File: src/rtl/huff_seq.sv
// Frame sequencer around a Huffman decoder core: parses a symbol-count header,
// forwards payload bits to the decoder and buffers decoded symbols in a small FIFO.
module huff_seq #(
  parameter int FIFO_DEPTH = 4,
  parameter int HDR_BITS   = 8
) (
  input  logic       clk,
  input  logic       rst,
  input  logic       start,
  input  logic       serial_in,
  input  logic       serial_valid,
  output logic       dec_bit,
  output logic       dec_bit_valid,
  output logic       dec_clear,
  input  logic       dec_sym_valid,
  input  logic [7:0] dec_sym,
  output logic       externalEn,
  output logic [7:0] externalChar,
  input  logic       externalReady,
  output logic       busy,
  output logic       done,
  output logic       overflow,
  output logic [1:0] state_dbg
);

  localparam int AW  = $clog2(FIFO_DEPTH);
  localparam int HCW = $clog2(HDR_BITS + 1);

  typedef enum logic [1:0] {
    IDLE   = 2'd0,
    HEADER = 2'd1,
    DECODE = 2'd2,
    DRAIN  = 2'd3
  } state_t;

  state_t state, state_nxt;

  logic [HDR_BITS-1:0] sym_total, sym_cnt, hdr_shift, sym_cnt_inc;
  logic [HCW-1:0]      hdr_cnt;
  logic [7:0]          mem [FIFO_DEPTH];
  logic [AW:0]         wr_ptr, rd_ptr;
  logic fifo_empty, fifo_full, pop, push_req, push;
  logic start_acc, hdr_last, last_sym, fwd;

  // Output handshake: a symbol transfers on every rising edge where
  // externalEn and externalReady are both high; externalChar holds until then.
  always_comb begin
    hdr_shift   = {sym_total[HDR_BITS-2:0], serial_in};
    sym_cnt_inc = sym_cnt + HDR_BITS'(1);
    start_acc   = (state == IDLE) && start;
    hdr_last    = (state == HEADER) && serial_valid && (hdr_cnt == HCW'(HDR_BITS - 1));
    push_req    = (state == DECODE) && dec_sym_valid;
    last_sym    = push_req && (sym_cnt_inc == sym_total);
    fwd         = (state == DECODE) && serial_valid && !last_sym;
    fifo_empty  = (wr_ptr == rd_ptr);
    fifo_full   = (wr_ptr[AW] != rd_ptr[AW]) && (wr_ptr[AW-1:0] == rd_ptr[AW-1:0]);
    externalEn  = !fifo_empty;
    pop         = externalEn && externalReady;
    // A full FIFO still accepts when the head leaves in the same cycle.
    push        = push_req && (!fifo_full || pop);
    externalChar = fifo_empty ? 8'h00 : mem[rd_ptr[AW-1:0]];
    busy        = (state != IDLE);
    done        = (state == DRAIN) && fifo_empty;
    state_dbg   = state;
  end

  always_comb begin
    state_nxt = state;
    case (state)
      IDLE:    if (start) state_nxt = HEADER;
      HEADER:  if (hdr_last) state_nxt = (hdr_shift == '0) ? DRAIN : DECODE;
      DECODE:  if (last_sym) state_nxt = DRAIN;
      DRAIN:   if (fifo_empty) state_nxt = IDLE;
      default: state_nxt = IDLE;
    endcase
  end

  always_ff @(posedge clk or posedge rst) begin
    if (rst) state <= IDLE;
    else     state <= state_nxt;
  end

  always_ff @(posedge clk or posedge rst) begin
    if (rst) begin
      dec_clear     <= 1'b0;
      dec_bit       <= 1'b0;
      dec_bit_valid <= 1'b0;
      sym_total     <= '0;
      sym_cnt       <= '0;
      hdr_cnt       <= '0;
      overflow      <= 1'b0;
      wr_ptr        <= '0;
      rd_ptr        <= '0;
    end else begin
      dec_clear     <= start_acc;
      dec_bit_valid <= fwd;
      dec_bit       <= fwd & serial_in;
      if (start_acc) begin
        sym_total <= '0;
        sym_cnt   <= '0;
        hdr_cnt   <= '0;
        overflow  <= 1'b0;
        wr_ptr    <= '0;
        rd_ptr    <= '0;
      end else begin
        if ((state == HEADER) && serial_valid) begin
          sym_total <= hdr_shift;
          hdr_cnt   <= hdr_cnt + HCW'(1);
        end
        if (push_req)         sym_cnt  <= sym_cnt_inc;
        if (push_req && !push) overflow <= 1'b1;
        if (push)             wr_ptr   <= wr_ptr + (AW+1)'(1);
        if (pop)              rd_ptr   <= rd_ptr + (AW+1)'(1);
      end
    end
  end

  // Storage needs no reset: the head is masked to zero while empty.
  always_ff @(posedge clk) begin
    if (push) mem[wr_ptr[AW-1:0]] <= dec_sym;
  end

endmodule

File: config.mk
export PLATFORM = sky130hd
export DESIGN_NAME = huff_seq
export DESIGN_NICKNAME = d
export VERILOG_FILES = /design/src/rtl/huff_seq.sv
export SDC_FILE = /design/constraint.sdc
export NUM_CORES = 1
export LEC_CHECK = 0
export ABC_AREA = 1
export ABC_CLOCK_PERIOD_IN_PS = 4900
export BUFFER_PORTS_ARGS = -buffer_cell sky130_fd_sc_hd__buf_2
export CAP_MARGIN = 25
export CORE_MARGIN = 2
export CORE_UTILIZATION = 51
export CTS_CLUSTER_SIZE = 10
export DETAILED_ROUTE_END_ITERATION = 10
export PLACE_DENSITY = 0.71
export SETUP_SLACK_MARGIN = 0.05
export SYNTH_ARGS = -nofsm -noshare
export SYNTH_HDL_FRONTEND = slang
export SYNTH_SLANG_ARGS = --single-unit
File: constraint.sdc
create_clock -name clk -period 4.9 [get_ports clk]
set_clock_uncertainty 0.15 [all_clocks]
set_input_delay 0.245 -clock clk [delete_from_list [all_inputs] [get_ports clk]]
set_output_delay 0.245 -clock clk [all_outputs]
set_load 0.02 [all_outputs]
==> flow_summary.rst <==
.. list-table::
   :header-rows: 1

   * - Metric
     - Value
   * - Post-synthesis cell count
     - 336
   * - Critical Path Sink Type
     - flop
   * - Clock transition at the registers of the reported paths
     - 0.07 ns
   * - Fin cells
     - 458
   * - Initial DRC Count
     - 114
   * - Met3 Resource Use GR
     - 0.0538
   * - Post-route antenna net violation count
     - 0
   * - Top cell family by delay on the critical path
     - simple AND/OR/NAND/NOR gates
   * - Wire length per cell after detailed routing
     - 14.5 um
   * - Total via count after detailed routing
     - 2409
   * - Worst Tran Pin Value
     - 0.756 ns
   * - Endpoint of the most critical register-to-register path
     - mem[3][7]
   * - Critical path fanouts, max
     - 19
   * - Global-route wire length before repair
     - 10900 um
   * - Number of buffer cells added on primary ports
     - 31
   * - Combinational share of power
     - 0.374
   * - Gr busiest metal
     - met2
   * - HPWL reported at the end of detailed placement
     - 4890 um
   * - Area growth from synthesis to final layout
     - 15.3%
   * - Setup TNS
     - 0 ns
   * - Die area
     - 0.00667 mm2
   * - F_max
     - 0.363 GHz
   * - Commonest cells after routing, fill and taps aside
     - 68 x nand2_1, 48 x inv_1, 34 x nor2_1
   * - Number of global-route vias before repair
     - 2296
   * - Number of nets in the layout
     - 405
   * - Pleak
     - 1.63 nW
   * - Launch point of the worst reg-to-reg path
     - rd_ptr[0]
   * - Syn Std Cell Area
     - 0.00308 mm2
   * - Data required, critical path
     - 4.72 ns
   * - Top Ports
     - 32
   * - Library cell occupying the most area in the post-synthesis netlist
     - edfxtp_1
   * - Clock network latency to the later pin of the worst-skew pair
     - 0.34 ns
   * - Worst Path Buf+Inv
     - 2
   * - Critical path's slowest cell
     - nor2_1
   * - Cell depth of the worst min-delay path
     - 1
   * - Part of the cycle the worst path needs
     - 0.562
   * - Endpoint of the worst hold path
     - mem[2][0]
   * - Fraction of synthesis flops using an asynchronous set or reset pin
     - 0.500
   * - Pins over their slew limit
     - 0
   * - Post-route minimum period
     - 2.75 ns
   * - CTS buffer count
     - 9
   * - Flip-flop cell with the highest count after synthesis
     - edfxtp_1
   * - Unrepaired setup endpoints after global routing
     - no
   * - Number of levels in the clock H-tree
     - 3
   * - Syn avg cell area
     - 9.15 um2
   * - CTS root buffer
     - clkbuf_8
   * - Areal power density over the cells
     - 521 mW/mm2
   * - CTS tree
     - yes
   * - Number of endpoints failing setup at the final stage
     - 0
   * - Remaining routing DRC violations
     - 0
   * - Number of enable-type register cells in the synthesized netlist
     - 32
   * - Source of the worst hold timing path
     - dec_sym[0]
   * - Buffer levels on the longest clock path
     - 2
   * - Startpoint-to-endpoint class of the critical path
     - flop to flop
   * - Pin count of the biggest net entering global routing
     - 33
   * - GRT Resource Usage Total
     - 0.224
   * - Worst min-delay path category
     - primary input to flop
   * - Synth Area in Adders
     - 0.0488
   * - Total congestion overflow
     - 0
   * - Yosys reg bits
     - 64
   * - Final hold violation count
     - 0
   * - Simple-gate area share of the yosys netlist
     - 0.202
   * - Std-Cell Rows
     - 28
   * - Vias/cell
     - 5.26
   * - Largest family of logic cells by synthesized area
     - simple AND/OR/NAND/NOR gates
   * - Post-CTS setup repair buffer count
     - 0
   * - Cell depth of the worst setup path
     - 9
   * - Post-Place Cells
     - 437
   * - Max-slew headroom at the worst pin
     - 0.494
   * - Nets in the synthesized netlist
     - 363
   * - Critical path, cell by cell
     - inv_2 -> nand2_1 -> nand3_1 -> nor2_2 -> inv_2 -> nand2_2 -> nand2_2 -> nand2_4 -> nor2_1
   * - Result of the run
     - finished clean
   * - Data arrival time at the worst-slack endpoint
     - 2.57 ns
   * - Minimum setup slack after placement
     - 2.19 ns
   * - Biggest area contributors in the synthesized netlist
     - edfxtp_1 31%, dfrtp_1 26%, nand2_1 8.3%
   * - Cell count of the worst reg-to-reg path
     - 9
   * - Xor/xnor share of the synthesized area
     - 0.00285
   * - Chip height
     - 81.7 um
   * - Final Routed Wirelength
     - 6620 um
   * - Distinct cell type count after synthesis
     - 23
   * - Met1 track demand over resource in global routing
     - 0.269
   * - Layout cells sized above 1
     - 0.144
   * - Initial Util
     - 0.523
   * - Chip Width
     - 81.7 um
   * - Final critical-path setup slack
     - 2.15 ns
   * - Peak supply drop
     - 0.000343 V
   * - Initial antenna violation count
     - 0
   * - Area share of the largest cell type after synthesis
     - 0.312
   * - Pre-antenna DRT Iters
     - 4
   * - M2 GR Usage
     - 0.376
   * - Yosys warns
     - 0
   * - Leading cell type in the layout, fill and taps excluded
     - nand2_1
   * - Switching fraction of total power
     - 0.400
   * - Delay of the slowest cell on the worst path
     - 0.59 ns
   * - Share of the synthesized area in compound gates (AO/OA/AOI/OAI)
     - 0.101
   * - Sequential area share after synthesis
     - 0.573
   * - Antenna diode count
     - 0
   * - Minimum setup slack among reg-to-reg paths
     - 2.15 ns
   * - Clock Sinks
     - 64
   * - Multiplexer share of the synthesized area
     - 0
   * - Placeable core region
     - 0.00589 mm2
   * - Total internal power
     - 0.00111 W
   * - Routability Congestion
     - 0.885
   * - Category of the worst setup path launch point
     - flop
   * - Switching component of the power
     - 0.000739 W
   * - MaxCap Viol Count
     - 0
   * - Clock share of power
     - 0.239
   * - Portion of total power attributed to sequential cells
     - 0.387
[synthesized netlist by cell type (6+ instances only)]
cell type,count
a21oi_1,6
o21ai_0,28
nand3_1,30
nand2_1,68
inv_1,48
edfxtp_1,32
o22ai_1,20
nor2_1,34
ha_1,12
dfrtp_1,32
[registers in the layout (all words and copies together), names as in the netlist]
name and flops:
hdr_cnt 4, dec_bit 1, sym_cnt 8, state_dbg 2
dec_clear 1, dec_bit_valid 1, mem 32, overflow 1
sym_total 8, wr_ptr 3, rd_ptr 3
[cells by family after synthesis]
kind of cell    count (synthesis)
compound gates                 56
flops                          64
xor+xnor                        1
simple gates                  146
fa+ha+maj                      12
buf+inv                        57
[power by group through the flow]
stage / Clock [W] / Sequential [W] / Combinational (W)
floorplan: 0 / 0.000710 / 0.000511
global placement: 0 / 0.000720 / 0.000681
detailed placement: 0 / 0.000726 / 0.000687
CTS: 0.000445 / 0.000715 / 0.000695
global route: 0.000466 / 0.000729 / 0.000785
finish: 0.000441 / 0.000715 / 0.000691
[metrics by stage]
stage          instance area, um2   util  total power, W  hold slack [ns]
2_1_floorplan                3080      -         0.00122            0.194
3_3_place_gp                 3300  0.561         0.00140            0.202
6_report                     3550  0.602         0.00185           0.0157
3_5_place_dp                 3300  0.561         0.00141            0.201
4_1_cts                      3550  0.602         0.00186          0.00740
5_1_grt                      3550  0.602         0.00198          0.00450
[worst register-to-register path, stage by stage, from the launching register on]
cell,delay (ns)
dfrtp_1,0.57
inv_2,0.31
nand2_1,0.08
nand3_1,0.13
nor2_2,0.06
inv_2,0.17
nand2_2,0.11
nand2_2,0.12
nand2_4,0.09
nor2_1,0.59
[cell type report]
type,instances,area (um2)
multi-input combinational,215,1090
timing repair buffer,37,213
clock buffer,12,145
tap,75,93.8
fill,526,2340
inverter,51,194
clock inverter,4,46.3
sequential,64,1760
[routing by layer]
layer  up-vias  share of wire
met5         -              0
met4         0          0.041
met3        20          0.047
met2        72           0.49
met1      1108           0.42
li1       1209              -
[worst max path at each step]
stage	from	endpoint	slack (ns)
5_1_grt	rd_ptr[0]	mem[3][7]	1.91
3_5_place_dp	rd_ptr[0]	mem[3][5]	2.19
6_report	rd_ptr[0]	mem[3][7]	2.15
3_3_place_gp	rd_ptr[0]	mem[3][4]	2.33
2_1_floorplan	state_dbg[0]	mem[3][0]	2.88
4_1_cts	rd_ptr[0]	mem[3][7]	2.18
[repair_timing]
action,4_1_cts,5_1_grt
hold buffers,5,0
gates resized for setup,0,0
hold endpoints to repair,48,0
Power figures use the tool's default switching activity.
